## config.mk

```make
export PLATFORM = sky130hd
export DESIGN_NAME = step_capture_flat
export DESIGN_NICKNAME = d
export VERILOG_FILES = /design/src/rtl/step_capture_if.sv /design/src/rtl/step_capture.sv /design/src/flat_wrapper.sv
export SDC_FILE = /design/constraint.sdc
export NUM_CORES = 1
export LEC_CHECK = 0
export ABC_CLOCK_PERIOD_IN_PS = 5400
export BUFFER_PORTS_ARGS = -buffer_cell sky130_fd_sc_hd__buf_2
export CELL_PAD_IN_SITES_DETAIL_PLACEMENT = 1
export CELL_PAD_IN_SITES_GLOBAL_PLACEMENT = 1
export CORE_ASPECT_RATIO = 1.1
export CORE_MARGIN = 8
export CORE_UTILIZATION = 44
export DETAILED_ROUTE_END_ITERATION = 8
export PLACE_DENSITY = 0.91
export SKIP_CTS_REPAIR_TIMING = 1
export SLEW_MARGIN = 20
export SYNTH_ARGS = -nofsm -noshare
export SYNTH_HDL_FRONTEND = slang
export SYNTH_SLANG_ARGS = --single-unit
```

## constraint.sdc

```tcl
create_clock -name clk -period 5.4 [get_ports clk]
set_clock_uncertainty 0.2 [all_clocks]
set_input_delay 0 -clock clk [delete_from_list [all_inputs] [get_ports clk]]
set_output_delay 0 -clock clk [all_outputs]
set_load 0.01 [all_outputs]
```

## src/rtl/step_capture_if.sv

```systemverilog
// step_capture_if: button/switch inputs, live datapath taps and captured display values.
// sw_live exists only when STEP_CAPTURE_LIVE_EN is defined.
interface step_capture_if #(
    parameter int W = 8
);
    logic         btn_step;
    logic         sw_run;
`ifdef STEP_CAPTURE_LIVE_EN
    logic         sw_live;
`endif
    logic [W-1:0] RdDataA_in;
    logic [W-1:0] RdDataB_in;
    logic [W-1:0] MuxD_in;
    logic [W-1:0] ALUOUT_in;
    logic         cpu_en;
    logic [W-1:0] RdDataA;
    logic [W-1:0] RdDataB;
    logic [W-1:0] MuxD;
    logic [W-1:0] ALUOUT;
    logic [7:0]   step_count;

    modport master (
`ifdef STEP_CAPTURE_LIVE_EN
        output sw_live,
`endif
        output btn_step, sw_run,
        output RdDataA_in, RdDataB_in, MuxD_in, ALUOUT_in,
        input  cpu_en, RdDataA, RdDataB, MuxD, ALUOUT, step_count
    );

    modport slave (
`ifdef STEP_CAPTURE_LIVE_EN
        input  sw_live,
`endif
        input  btn_step, sw_run,
        input  RdDataA_in, RdDataB_in, MuxD_in, ALUOUT_in,
        output cpu_en, RdDataA, RdDataB, MuxD, ALUOUT, step_count
    );
endinterface

```

## src/rtl/step_capture.sv

```systemverilog
// step_capture: debounced single-step / periodic run strobe with datapath snapshot.
// Define STEP_CAPTURE_LIVE_EN to add sw_live (outputs follow inputs every cycle).
module step_capture #(
    parameter int DB_COUNT = 1_000_000,
    parameter int RUN_DIV  = 50_000_000,
    parameter int W        = 8
) (
    input logic          clk,
    input logic          reset,
    step_capture_if.slave bus
);
    localparam int DBW = $clog2(DB_COUNT + 1);
    localparam int RDW = $clog2(RUN_DIV + 1);

    typedef enum logic [1:0] {
        IDLE,
        WAIT_HIGH,
        PRESSED,
        WAIT_LOW
    } db_state_t;

    logic [1:0]   btn_sync;
    logic [1:0]   run_sync;
    logic         btn_s;
    logic         run_s;

    db_state_t    state;
    logic [DBW-1:0] db_cnt;
    logic         db_top;
    logic         press_p;

    logic [RDW-1:0] run_cnt;
    logic         run_tick;

    logic         cpu_en_q;
    logic         cap_pend;
    logic         load;
    logic [7:0]   step_cnt_q;
    logic [W-1:0] a_q;
    logic [W-1:0] b_q;
    logic [W-1:0] d_q;
    logic [W-1:0] o_q;

    always_ff @(posedge clk or negedge reset) begin
        if (!reset) begin
            btn_sync <= '0;
            run_sync <= '0;
        end else begin
            btn_sync <= {btn_sync[0], bus.btn_step};
            run_sync <= {run_sync[0], bus.sw_run};
        end
    end

    assign btn_s = btn_sync[1];
    assign run_s = run_sync[1];

    assign db_top  = (db_cnt == DBW'(DB_COUNT - 1));
    assign press_p = (state == WAIT_HIGH) && btn_s && db_top;

    always_ff @(posedge clk or negedge reset) begin
        if (!reset) begin
            state  <= IDLE;
            db_cnt <= '0;
        end else begin
            unique case (state)
                IDLE: begin
                    if (btn_s) begin
                        state  <= WAIT_HIGH;
                        db_cnt <= '0;
                    end
                end
                WAIT_HIGH: begin
                    if (!btn_s)
                        state <= IDLE;
                    else if (db_top)
                        state <= PRESSED;
                    else
                        db_cnt <= db_cnt + 1'b1;
                end
                PRESSED: begin
                    if (!btn_s) begin
                        state  <= WAIT_LOW;
                        db_cnt <= '0;
                    end
                end
                WAIT_LOW: begin
                    if (btn_s)
                        state <= PRESSED;
                    else if (db_top)
                        state <= IDLE;
                    else
                        db_cnt <= db_cnt + 1'b1;
                end
                default: state <= IDLE;
            endcase
        end
    end

    // Divider parks at zero in step mode so run mode always starts a full period.
    assign run_tick = run_s && (run_cnt == RDW'(RUN_DIV - 1));

    always_ff @(posedge clk or negedge reset) begin
        if (!reset)
            run_cnt <= '0;
        else if (!run_s || run_tick)
            run_cnt <= '0;
        else
            run_cnt <= run_cnt + 1'b1;
    end

    always_ff @(posedge clk or negedge reset) begin
        if (!reset) begin
            cpu_en_q   <= 1'b0;
            cap_pend   <= 1'b0;
            step_cnt_q <= '0;
        end else begin
            cpu_en_q <= run_s ? run_tick : press_p;
            cap_pend <= cpu_en_q;
            if (cpu_en_q)
                step_cnt_q <= step_cnt_q + 1'b1;
        end
    end

`ifdef STEP_CAPTURE_LIVE_EN
    logic [1:0] live_sync;
    logic       live_s;

    always_ff @(posedge clk or negedge reset) begin
        if (!reset)
            live_sync <= '0;
        else
            live_sync <= {live_sync[0], bus.sw_live};
    end

    assign live_s = live_sync[1];
    assign load   = cap_pend | live_s;
`else
    assign load   = cap_pend;
`endif

    // Snapshot one cycle after the strobe, once the CPU has settled.
    always_ff @(posedge clk or negedge reset) begin
        if (!reset) begin
            a_q <= '0;
            b_q <= '0;
            d_q <= '0;
            o_q <= '0;
        end else if (load) begin
            a_q <= bus.RdDataA_in;
            b_q <= bus.RdDataB_in;
            d_q <= bus.MuxD_in;
            o_q <= bus.ALUOUT_in;
        end
    end

    assign bus.cpu_en     = cpu_en_q;
    assign bus.step_count = step_cnt_q;
    assign bus.RdDataA    = a_q;
    assign bus.RdDataB    = b_q;
    assign bus.MuxD       = d_q;
    assign bus.ALUOUT     = o_q;
endmodule

```

## src/flat_wrapper.sv

```systemverilog
// flat-port wrapper written by rule: the top's interface ports become plain ports
module step_capture_flat 
#(
    parameter int DB_COUNT = 1_000_000,
    parameter int RUN_DIV  = 50_000_000,
    parameter int W        = 8
)
  (clk, reset, bus_btn_step, bus_sw_run, bus_RdDataA_in, bus_RdDataB_in, bus_MuxD_in, bus_ALUOUT_in, bus_cpu_en, bus_RdDataA, bus_RdDataB, bus_MuxD, bus_ALUOUT, bus_step_count);
  step_capture_if #(.W(W)) bus_i ();
  input logic clk;
  input logic reset;
  input wire logic [$bits(bus_i.btn_step)-1:0] bus_btn_step;
  input wire logic [$bits(bus_i.sw_run)-1:0] bus_sw_run;
  input wire logic [$bits(bus_i.RdDataA_in)-1:0] bus_RdDataA_in;
  input wire logic [$bits(bus_i.RdDataB_in)-1:0] bus_RdDataB_in;
  input wire logic [$bits(bus_i.MuxD_in)-1:0] bus_MuxD_in;
  input wire logic [$bits(bus_i.ALUOUT_in)-1:0] bus_ALUOUT_in;
  output wire logic [$bits(bus_i.cpu_en)-1:0] bus_cpu_en;
  output wire logic [$bits(bus_i.RdDataA)-1:0] bus_RdDataA;
  output wire logic [$bits(bus_i.RdDataB)-1:0] bus_RdDataB;
  output wire logic [$bits(bus_i.MuxD)-1:0] bus_MuxD;
  output wire logic [$bits(bus_i.ALUOUT)-1:0] bus_ALUOUT;
  output wire logic [$bits(bus_i.step_count)-1:0] bus_step_count;
  assign bus_i.btn_step = bus_btn_step;
  assign bus_i.sw_run = bus_sw_run;
  assign bus_i.RdDataA_in = bus_RdDataA_in;
  assign bus_i.RdDataB_in = bus_RdDataB_in;
  assign bus_i.MuxD_in = bus_MuxD_in;
  assign bus_i.ALUOUT_in = bus_ALUOUT_in;
  assign bus_cpu_en = bus_i.cpu_en;
  assign bus_RdDataA = bus_i.RdDataA;
  assign bus_RdDataB = bus_i.RdDataB;
  assign bus_MuxD = bus_i.MuxD;
  assign bus_ALUOUT = bus_i.ALUOUT;
  assign bus_step_count = bus_i.step_count;
  step_capture #(.DB_COUNT(DB_COUNT), .RUN_DIV(RUN_DIV), .W(W)) u_core (.clk(clk), .reset(reset), .bus(bus_i));
endmodule
```

==> results of run 1 <==
-- cells in the final DEF, fill, tap and decap left out, types with 9 or more instances in the layout --
master and count:
sky130_fd_sc_hd__buf_2 75, sky130_fd_sc_hd__clkbuf_8 11, sky130_fd_sc_hd__dfrtp_1 93, sky130_fd_sc_hd__dlygate4sd3_1 36, sky130_fd_sc_hd__mux2_2 33, sky130_fd_sc_hd__nand2_1 32
sky130_fd_sc_hd__nand3_1 27, sky130_fd_sc_hd__nand4_1 12, sky130_fd_sc_hd__nor2_1 41, sky130_fd_sc_hd__nor4_1 9, sky130_fd_sc_hd__xnor2_1 23, sky130_fd_sc_hd__xor2_1 12
-- state kept, by name (all words and copies together), names as in the netlist, named ones only --
signal,cells
u_core.bus.step_count,8
u_core.bus.RdDataB,8
u_core.bus.ALUOUT,8
u_core.bus.RdDataA,8
u_core.run_sync,2
u_core.cap_pend,1
u_core.btn_sync,2
u_core.bus.cpu_en,1
u_core.db_cnt,20
u_core.bus.MuxD,8
u_core.run_cnt,26
u_core.state,1
-- final cells by class --
type                    count  share of cell area (%)
flip-flops and latches     94                    44.7
multi-input cells         254                    32.5
repair buffers            114                    14.6
clock buffers              11                    2.87
well taps                 117                    2.78
clock inverters             5                    1.97
inverters                   8                   0.570
-- per-layer routing --
metal | share of wire, % | up-vias | global-route usage (%) | routed length, µm
li1 | - | 1528 | - | -
met1 | 37 | 1837 | 22.2 | 5790
met5 | 0 | - | 0 | 0
met2 | 51 | 212 | 33.3 | 7900
met4 | 4.6 | 0 | 8.57 | 718
met3 | 7.5 | 53 | 4.18 | 1170
-- kinds of logic (layout without fill, tap and decap cells) --
kind of cell	count (synthesis)	in the layout	share of synthesized area, %
adders and majority gates	3	3	0.898
muxes	35	35	9.37
AOI/OAI and AO/OA	22	22	3.56
buffers and inverters	21	138	2.87
xor gates and xnor gates	36	36	7.54
and+or+nand+nor	158	158	19.5
DFF	94	94	56.3
-- worst min-delay path by stage --
stage / end / slack [ns] / depth (start not counted)
final: u_core.run_sync[0] / 0.06 / 2
after global placement: u_core.db_cnt[11] / -0.25 / 1
after floorplan: asynchronous set/reset pin / -0.50 / 0
after CTS: u_core.db_cnt[1] / -0.64 / 1
after global routing: u_core.btn_sync[0] / 0.07 / 2
after detailed placement: u_core.db_cnt[11] / -0.24 / 1
-- power by group through the flow --
stage / Clock (mW) / Sequential (mW) / Combinational [mW]
after floorplan: 0 / 0.736 / 0.0249
after global placement: 0 / 0.739 / 0.0490
after detailed placement: 0 / 0.741 / 0.0548
after CTS: 0.588 / 0.727 / 0.0548
after global routing: 0.625 / 0.730 / 0.0894
final: 0.597 / 0.729 / 0.0826
-- through the flow --
| stage | setup slack [ns] | total power [mW] |
|---|---|---|
| 2_1_floorplan | 3.21 | 0.761 |
| 3_3_place_gp | 2.68 | 0.788 |
| 3_5_place_dp | 2.56 | 0.796 |
| 4_1_cts | 2.46 | 1.37 |
| 5_1_grt | 2.21 | 1.44 |
| 6_report | 2.34 | 1.41 |
==> metrics.json, run 1 <==
{
  "final_net_count": 520,
  "synth-edff-count": 0,
  "cts_made_buffers": 9,
  "power_frac_comb_pct": 5.9,
  "worst_path_max_delay_cell": "sky130_fd_sc_hd__nand2b_1",
  "post_synthesis_instance_total": 369,
  "cts.sink_count": 94,
  "netlist-cell-type-count": 39,
  "regArea_um2": 2350,
  "cp_max_fo": 25,
  "vias_per_cell": 6.02,
  "wl_per_cell_um": 25.8,
  "clockBufferDepth": 2,
  "max_clock_freq_mhz": 326,
  "post_synth.cell_area_avg_um2": 11.3,
  "antenna_cells": 0,
  "worstRegToRegCells": 5,
  "worstSetupStartpointType": "flop",
  "netlist.top_cell.by_area": "sky130_fd_sc_hd__dfrtp_1",
  "whs_ns": 0.0624,
  "tightest_slew_ns": 1.03,
  "cp_common_cell": "sky130_fd_sc_hd__or4_1",
  "timing.setup.tns_ns": 0,
  "yosys_warnings": 0,
  "vdd.ir_drop.worst_mv": 0.159,
  "h-tree-depth": 3,
  "final.min_clock_period_ns": 3.06,
  "grt_pass1_wl_um": 19600,
  "die-width_um": 109,
  "power_density_nw_per_um2": 267,
  "postSynthRegisterBits": 94,
  "crit_path_cell_trace": "or4_1 -> or4_1 -> nor4_2 -> nand2b_1 -> nor2_1",
  "path_depth": 5,
  "synthesis.area_um2": 4180,
  "synth_flop_cell": "sky130_fd_sc_hd__dfrtp_1",
  "arrival_ns": 3.07,
  "seq_area_frac_synth_pct": 56.3,
  "crit_family": "simple AND/OR/NAND/NOR gates",
  "die_height_um": 118,
  "final_cycle_share_pct": 56.8,
  "first_global_vias": 3614,
  "critical_path.reg2reg.endpoint": "u_core.run_cnt[25]",
  "source_to_sink_clock_delay_at_the_later_pin_of_the_worst_skew_pair_ns": 0.37,
  "postSynthNetCount": 408,
  "rsz0062_at_grt": "no",
  "slew-limit-headroom_pct": 31.1,
  "synth_most_common_cell": "sky130_fd_sc_hd__dfrtp_1",
  "fp.dieArea_um2": 12900,
  "report.final.hold_viol_count": 0,
  "setup_viol": 0,
  "tritoncts": "built",
  "worst_setup_endpoint": "u_core.run_cnt[25]",
  "layout-drive-gt1-share_pct": 28.0,
  "placeableCoreArea_um2": 9310,
  "synthToLayoutAreaGrowth_pct": 26.1,
  "ys_async_sr_fraction_pct": 100,
  "crit-reg2reg-launch": "u_core.run_cnt[18]",
  "antenna_violations_before_repair": 0,
  "crit_path_max_incr_delay_ns": 0.84,
  "antenna_violating_nets_post_route": 0,
  "total_non_filler_cell_area_in_the_finished_layout_um2": 5270,
  "timing.max_cap.violations": 0,
  "crit_required_ns": 5.41,
  "total_routed_wirelength_um": 15600,
  "regToRegSetupSlack_ns": 2.34,
  "numPlacedInstances": 550,
  "placedInstanceArea_um2": 4630,
  "clk_root_buffer_cell": "sky130_fd_sc_hd__clkbuf_8",
  "synthTopCellsByCount": "94 x sky130_fd_sc_hd__dfrtp_1, 41 x sky130_fd_sc_hd__nor2_1, 33 x sky130_fd_sc_hd__mux2_2",
  "synth.area.top_cells": "sky130_fd_sc_hd__dfrtp_1 56%, sky130_fd_sc_hd__mux2_2 8.9%, sky130_fd_sc_hd__xnor2_1 5.0%",
  "min-delay-path-class": "primary input to flop",
  "routed-via-count": 3630,
  "cellInternalPower_mw": 1.08,
  "hold_path.startpoint": "bus_sw_run",
  "detail_route.drc_violations": 0,
  "routabilityCongestion": 0.771,
  "power.leakage_nw": 2.54,
  "drtIter0Drc": 266,
  "io-pin-count": 77,
  "buffer_ports.inserted": 76,
  "slew_violations": 0,
  "drt_pass1_iterations": 5,
  "net_load_switching_power_mw": 0.325,
  "setup.worst_path.class": "flop to flop",
  "critical_path.endpoint_type": "flop",
  "switching_share_pct": 23.0,
  "remaining_global_route_overflow": 0,
  "crit_buf_inv": 0,
  "clock_power_share_pct": 42.4,
  "run_status": "finished, final reports clean",
  "initial_utilization_pct": 44.9,
  "synth_top_area_share_pct": 56.3,
  "std_cell_rows": 37,
  "utilization_of_the_core_after_routing_pct": 56.6,
  "gr-usage-all-layers_pct": 19.3,
  "place.detailed.hpwl_um": 8230,
  "fillCellCount": 991,
  "power.share.sequential_pct": 51.8,
  "area_occupied_by_multi_input_gates_um2": 1710,
  "clk_pin_slew_worst_paths_ns": 0.10,
  "finalNonFillerCells": 603,
  "critPathLaunch": "u_core.run_cnt[18]",
  "grt_start_max_net_pins": 65
}
(Power assumes the default switching activity.)
==> inputs of run 2 (changes only) <==
ABC_CLOCK_PERIOD_IN_PS = 2640   (was 5400)
CORE_UTILIZATION = 39   (was 44)
PLACE_DENSITY = 0.86   (was 0.91)
clock period = 2.64 ns   (was 5.4 ns; I/O delays follow)
==> metrics.json, run 2 (synthesized netlist as in run 1, its figures left out) <==
{
  "tightest_slew": {"value": 0.620, "unit": "ns", "change": "-0.413 ns"},
  "worst_slack": {"value": 0.220, "unit": "ns", "change": "-2.12 ns"},
  "crit_family": "simple AND/OR/NAND/NOR gates",
  "die_height": {"value": 125, "unit": "µm", "change": "+5.4%"},
  "run_status": "finished, final reports clean",
  "detail_route.drc_violations": {"value": 0, "change": "unchanged"},
  "std_cell_rows": {"value": 39, "change": "+5.4%"},
  "max_clock_freq": {"value": 413, "unit": "MHz", "change": "+27%"},
  "final.min_clock_period": {"value": 2.42, "unit": "ns", "change": "-0.645 ns"},
  "first_global_vias": {"value": 3467, "change": "-4.1%"},
  "final_net_count": {"value": 525, "change": "+0.96%"},
  "crit_required": {"value": 2.68, "unit": "ns", "change": "-2.73 ns"},
  "path_depth": {"value": 6, "change": "+1"},
  "setup.worst_path.class": "flop to flop",
  "power_total": {"value": 2.90, "unit": "mW", "change": "+110%"},
  "power.leakage": {"value": 2.58, "unit": "nW", "change": "+1.3%"},
  "grt_pass1_wl": {"value": 17200, "unit": "µm", "change": "-12%"},
  "drt_pass1_iterations": {"value": 4, "change": "-1"},
  "number_of_flip_flops_under_the_largest_register_name": {"value": 26, "change": "unchanged"},
  "worst_path_max_delay_cell": "sky130_fd_sc_hd__or4_1",
  "routabilityCongestion": {"value": 0.785, "change": "+1.8%"},
  "power_density": {"value": 541, "unit": "nW/µm²", "change": "+100%"},
  "clk_root_buffer_cell": "sky130_fd_sc_hd__clkbuf_16",
  "clockBufferDepth": {"value": 2, "change": "unchanged"},
  "setup_viol": {"value": 0, "change": "unchanged"},
  "cp_max_fo": {"value": 16, "change": "-36%"},
  "h-tree-depth": {"value": 3, "change": "unchanged"},
  "cts.sink_count": {"value": 94, "change": "unchanged"},
  "antenna_violating_nets_post_route": {"value": 0, "change": "unchanged"},
  "clk_pin_slew_worst_paths": {"value": 0.07, "unit": "ns", "change": "-0.03 ns"},
  "crit_buf_inv": {"value": 1, "change": "+1"},
  "routed-via-count": {"value": 3363, "change": "-7.4%"},
  "drtIter0Drc": {"value": 175, "change": "-34%"},
  "timing.max_cap.violations": {"value": 0, "change": "unchanged"},
  "utilization_of_the_core_after_routing": {"value": 51.5, "unit": "%", "change": "-5.1 points"},
  "slew-limit-headroom": {"value": 58.3, "unit": "%", "change": "+27 points"},
  "antenna_cells": {"value": 0, "change": "unchanged"},
  "placeableCoreArea": {"value": 10400, "unit": "µm²", "change": "+12%"},
  "buffer_ports.inserted": {"value": 76, "change": "unchanged"},
  "tritoncts": "built",
  "place.detailed.hpwl": {"value": 7470, "unit": "µm", "change": "-9.2%"},
  "arrival": {"value": 2.46, "unit": "ns", "change": "-0.61 ns"},
  "rsz0062_at_grt": "no",
  "synthToLayoutAreaGrowth_pct": 28.2,
  "crit_path_max_incr_delay": {"value": 0.49, "unit": "ns", "change": "-0.35 ns"},
  "worstSetupStartpointType": "flop",
  "vdd.ir_drop.worst": {"value": 0.444, "unit": "mV", "change": "+180%"},
  "gr-usage-all-layers": {"value": 14.8, "unit": "%", "change": "-4.6 points"},
  "die-width": {"value": 115, "unit": "µm", "change": "+5.3%"},
  "wl_per_cell": {"value": 19.6, "unit": "µm", "change": "-24%"},
  "remaining_global_route_overflow": {"value": 0, "change": "unchanged"},
  "critPathLaunch": "u_core.run_cnt[11]",
  "wl_met2": {"value": 6370, "unit": "µm", "change": "-19%"},
  "whs": {"value": 0.0137, "unit": "ns", "change": "-0.0487 ns"},
  "dr.max_layer_used": "met4",
  "timing.setup.tns": {"value": 0, "unit": "ns", "change": "unchanged"},
  "most_common_cell_after_layout_fill_and_taps_aside": "sky130_fd_sc_hd__dfrtp_1",
  "wl_met3": {"value": 760, "unit": "µm", "change": "-35%"},
  "source_to_sink_clock_delay_at_the_later_pin_of_the_worst_skew_pair": {"value": 0.35, "unit": "ns", "change": "-0.02 ns"},
  "fp.dieArea": {"value": 14300, "unit": "µm²", "change": "+11%"},
  "fillCellCount": {"value": 1136, "change": "+15%"},
  "largest-register": "u_core.run_cnt",
  "regArea": {"value": 2350, "unit": "µm²", "change": "about the same"},
  "wl_met1": {"value": 4960, "unit": "µm", "change": "-14%"},
  "crit-reg2reg-launch": "u_core.run_cnt[11]",
  "min-delay-path-class": "primary input to asynchronous set/reset pin",
  "initial_utilization": {"value": 40.2, "unit": "%", "change": "-4.7 points"},
  "antenna_violations_before_repair": {"value": 0, "change": "unchanged"},
  "slew_violations": {"value": 0, "change": "unchanged"},
  "io-pin-count": {"value": 77, "change": "unchanged"},
  "vias_per_cell": {"value": 5.30, "change": "-12%"},
  "layout.cells.most_common_list": "94 x sky130_fd_sc_hd__dfrtp_1, 75 x sky130_fd_sc_hd__buf_2, 41 x sky130_fd_sc_hd__nor2_1",
  "layout-drive-gt1-share": {"value": 28.5, "unit": "%", "change": "+0.53 points"},
  "crit_path_cell_trace": "or4_1 -> or4_1 -> nor4_2 -> nand2b_1 -> buf_4 -> nor2_1",
  "layout_top_registers": "u_core.run_cnt: 26 flops, u_core.db_cnt: 20 flops",
  "worstRegToRegCells": {"value": 6, "change": "+1"},
  "cts_made_buffers": {"value": 9, "change": "unchanged"},
  "cp_common_cell": "sky130_fd_sc_hd__or4_1",
  "area_occupied_by_multi_input_gates": {"value": 1710, "unit": "µm²", "change": "-0.44%"},
  "grt_start_max_net_pins": {"value": 49, "change": "-25%"},
  "place_worst_setup_slack": {"value": 0.248, "unit": "ns", "change": "-2.32 ns"},
  "critical_path.endpoint_type": "flop",
  "report.final.hold_viol_count": {"value": 0, "change": "unchanged"},
  "total_routed_wirelength": {"value": 12400, "unit": "µm", "change": "-20%"},
  "final_cycle_share": {"value": 91.7, "unit": "%", "change": "+35 points"}
}
run 2: changes by cell type in the layout (fill, tap and decap cells not counted), sizes merged:
cell / before / now
clkbuf: 11 / 10
clkinv: 1 / 3
inv: 9 / 10
clkinvlp: 0 / 1
buf: 78 / 84
bufinv: 3 / 0
dlygate4sd3: 36 / 35
run 2: worst paths after layout:
kind | end | slack, ns
max | u_core.run_cnt[4] | 0.22
min | u_core.run_cnt[21] | 0.01
max reg2reg | u_core.run_cnt[4] | 0.22
min reg2reg | u_core.btn_sync[1] | 0.14
max in group asynchronous | u_core.bus.RdDataA[0] | 1.56
min in group clk | u_core.run_sync[0] | 0.08
run 2: power breakdown:
part / switching (mW) / internal [mW]
clock network: 0.578 / 0.669
registers: 0.0261 / 1.46
logic: 0.0863 / 0.0776
total: 0.690 / 2.21
run 2: metal layers:
layer / vias to the layer above / GRT usage (%)
li1: 1533 / -
met1: 1711 / 17.5
met2: 102 / 24.9
met3: 17 / 3.39
met4: 0 / 6.42
met5: - / 0
run 2: area by class of cell:
cell class,count,share of cell area [%]
flip-flops and latches,94,43.9
multi-input cells,254,31.9
repair buffers,119,15.0
clock buffers,10,4.46
well taps,143,3.34
clock inverters,6,0.818
inverters,8,0.561
run 2: stage by stage:
step | cell area (µm²) | instances
final | 5360 | 634
after global routing | 5360 | 634
after CTS | 5010 | 599
after detailed placement | 4720 | 583
after global placement | 4720 | 583
after floorplan | 4180 | 369
==> inputs of run 3 (changes only) <==
PLACE_DENSITY = 0.71   (was 0.86)
SETUP_SLACK_MARGIN = 0.05   (was not set)
==> metrics.json, run 3 (synthesized netlist as in run 1, its figures left out) <==
{
  "run_status": "finished with violations",
  "violations": "negative hold slack",
  "largest-register": "u_core.run_cnt",
  "critical_path.endpoint_type": "flop",
  "whs": {"value": -0.0136, "unit": "ns", "change": "-0.0273 ns"},
  "power.leakage": {"value": 2.61, "unit": "nW", "change": "+1.5%"},
  "final.min_clock_period": {"value": 2.32, "unit": "ns", "change": "-0.0963 ns"},
  "source_to_sink_clock_delay_at_the_later_pin_of_the_worst_skew_pair": {"value": 0.35, "unit": "ns", "change": "about the same"},
  "finalNonFillerCells": {"value": 636, "change": "+0.32%"},
  "arrival": {"value": 2.35, "unit": "ns", "change": "-0.11 ns"},
  "grt_pass1_wl": {"value": 16400, "unit": "µm", "change": "-4.8%"},
  "tritoncts": "built",
  "die_height": {"value": 125, "unit": "µm", "change": "unchanged"},
  "cp_max_fo": {"value": 15, "change": "-1"},
  "detail_route.drc_violations": {"value": 0, "change": "unchanged"},
  "vias_per_cell": {"value": 5.08, "change": "-4.2%"},
  "fp.dieArea": {"value": 14300, "unit": "µm²", "change": "unchanged"},
  "number_of_flip_flops_under_the_largest_register_name": {"value": 26, "change": "unchanged"},
  "clk_root_buffer_cell": "sky130_fd_sc_hd__clkbuf_16",
  "clock_power_share": {"value": 47.9, "unit": "%", "change": "+4.8 points"},
  "tightest_slew": {"value": 0.735, "unit": "ns", "change": "+0.115 ns"},
  "clockBufferDepth": {"value": 2, "change": "unchanged"},
  "gr-usage-all-layers": {"value": 14.3, "unit": "%", "change": "-0.51 points"},
  "crit-reg2reg-launch": "u_core.run_cnt[18]",
  "cts_made_buffers": {"value": 9, "change": "unchanged"},
  "numPlacedInstances": {"value": 585, "change": "+0.34%"},
  "initial_utilization": {"value": 40.2, "unit": "%", "change": "unchanged"},
  "setup_viol": {"value": 0, "change": "unchanged"},
  "die-width": {"value": 115, "unit": "µm", "change": "unchanged"},
  "antenna_violations_before_repair": {"value": 0, "change": "unchanged"},
  "total_routed_wirelength": {"value": 11400, "unit": "µm", "change": "-8.3%"},
  "timing.max_cap.violations": {"value": 0, "change": "unchanged"},
  "cellInternalPower": {"value": 2.47, "unit": "mW", "change": "+12%"},
  "drt_pass1_iterations": {"value": 4, "change": "unchanged"},
  "drtIter0Drc": {"value": 117, "change": "-33%"},
  "net_load_switching_power": {"value": 0.686, "unit": "mW", "change": "-0.57%"},
  "max_clock_freq": {"value": 430, "unit": "MHz", "change": "+4.1%"},
  "power_density": {"value": 581, "unit": "nW/µm²", "change": "+7.5%"},
  "switching_share": {"value": 21.7, "unit": "%", "change": "-2.1 points"},
  "power.share.sequential": {"value": 47.0, "unit": "%", "change": "-4.3 points"},
  "setup.worst_path.class": "flop to flop",
  "clk_pin_slew_worst_paths": {"value": 0.07, "unit": "ns", "change": "about the same"},
  "power_frac_comb": {"value": 5.1, "unit": "%", "change": "-0.6 points"},
  "antenna_violating_nets_post_route": {"value": 0, "change": "unchanged"},
  "antenna_cells": {"value": 0, "change": "unchanged"},
  "io-pin-count": {"value": 77, "change": "unchanged"},
  "std_cell_rows": {"value": 39, "change": "unchanged"},
  "synthToLayoutAreaGrowth_pct": 30.0,
  "cts.sink_count": {"value": 94, "change": "unchanged"},
  "report.final.hold_viol_count": {"value": 15, "change": "+15"},
  "wl_per_cell": {"value": 17.9, "unit": "µm", "change": "-8.6%"},
  "layout-drive-gt1-share": {"value": 28.6, "unit": "%", "change": "+0.087 points"},
  "first_global_vias": {"value": 3248, "change": "-6.3%"},
  "rsz0062_at_grt": "no",
  "buffer_ports.inserted": {"value": 76, "change": "unchanged"},
  "place.detailed.hpwl": {"value": 7050, "unit": "µm", "change": "-5.6%"},
  "routabilityCongestion": {"value": 0.763, "change": "-2.8%"},
  "timing.setup.tns": {"value": 0, "unit": "ns", "change": "unchanged"},
  "most_common_cell_after_layout_fill_and_taps_aside": "sky130_fd_sc_hd__dfrtp_1",
  "worstSetupStartpointType": "flop",
  "critPathLaunch": "u_core.run_cnt[18]",
  "remaining_global_route_overflow": {"value": 0, "change": "unchanged"},
  "min-delay-path-class": "primary input to asynchronous set/reset pin",
  "grt_start_max_net_pins": {"value": 53, "change": "+8.2%"},
  "routed-via-count": {"value": 3232, "change": "-3.9%"},
  "final_net_count": {"value": 527, "change": "+0.38%"},
  "placeableCoreArea": {"value": 10400, "unit": "µm²", "change": "unchanged"},
  "power_total": {"value": 3.16, "unit": "mW", "change": "+9.1%"},
  "final_cycle_share": {"value": 88.0, "unit": "%", "change": "-3.6 points"},
  "crit_required": {"value": 2.67, "unit": "ns", "change": "about the same"},
  "layout_top_registers": "u_core.run_cnt: 26 flops, u_core.db_cnt: 20 flops",
  "slew_violations": {"value": 0, "change": "unchanged"},
  "slew-limit-headroom": {"value": 50.6, "unit": "%", "change": "-7.8 points"},
  "layout.cells.most_common_list": "94 x sky130_fd_sc_hd__dfrtp_1, 75 x sky130_fd_sc_hd__buf_2, 41 x sky130_fd_sc_hd__nor2_1",
  "vdd.ir_drop.worst": {"value": 0.325, "unit": "mV", "change": "-27%"},
  "h-tree-depth": {"value": 3, "change": "unchanged"}
}
## run 3: changes by cell type in the layout (fill, tap and decap cells not counted), sizes merged
cell	previous run	this run
buf	84	86
bufinv	0	3
clkinv	3	1
clkinvlp	1	0
## run 3: worst paths after layout
kind | endpoint | slack, ns | cells past startpoint
worst max-delay path | u_core.run_cnt[4] | 0.32 | 6
worst min-delay path | u_core.bus.RdDataB[3] | -0.01 | 2
worst max register to register | u_core.run_cnt[4] | 0.32 | 6
worst min register to register | u_core.btn_sync[1] | 0.15 | 0
max in group asynchronous | u_core.run_cnt[16] | 1.58 | 3
min in group clk | u_core.run_sync[0] | 0.09 | 2
## run 3: stage by stage
stage / cell area [µm²] / hold WS, ns / util (%) / setup WS, ns
after global routing: 5430 / 0.0495 / 52.3 / 0.153
after global placement: 4740 / -0.174 / 45.6 / 0.389
after CTS: 5080 / -0.526 / 48.9 / 0.289
final: 5430 / -0.0136 / 52.3 / 0.316
after floorplan: 4180 / -0.496 / - / 0.453
after detailed placement: 4740 / -0.159 / 45.6 / 0.311
## run 3: per-layer routing
metal  GRT usage [%]  vias to the layer above  wire, µm
li1                -                     1537         -
met1            17.7                     1598      5150
met2            23.2                       83      5430
met3            2.67                       14       558
met4            6.97                        0       234
met5               0                        -         0
## run 3: cell type report
class	instances	area, µm²
fillers	1140	4960
flip-flops and latches	94	2350
multi-input cells	254	1710
repair buffers	121	821
clock buffers	10	229
well taps	143	179
clock inverters	6	116
inverters	8	30.0
## run 3: critical path: stages, from the launching register on
cell                       delay [ns]
sky130_fd_sc_hd__dfrtp_1         0.42
sky130_fd_sc_hd__or4_1           0.52
sky130_fd_sc_hd__or4_1           0.42
sky130_fd_sc_hd__nor4_2          0.18
sky130_fd_sc_hd__nand2b_1        0.17
sky130_fd_sc_hd__buf_4           0.22
sky130_fd_sc_hd__nor2_1          0.09
## run 3: power by group through the flow
stage | registers (mW) | clock network (mW) | logic, mW
4_1_cts | 1.48 | 1.53 | 0.122
3_5_place_dp | 1.51 | 0 | 0.121
3_3_place_gp | 1.51 | 0 | 0.117
6_report | 1.48 | 1.51 | 0.161
5_1_grt | 1.49 | 1.59 | 0.181
2_1_floorplan | 1.51 | 0 | 0.0509
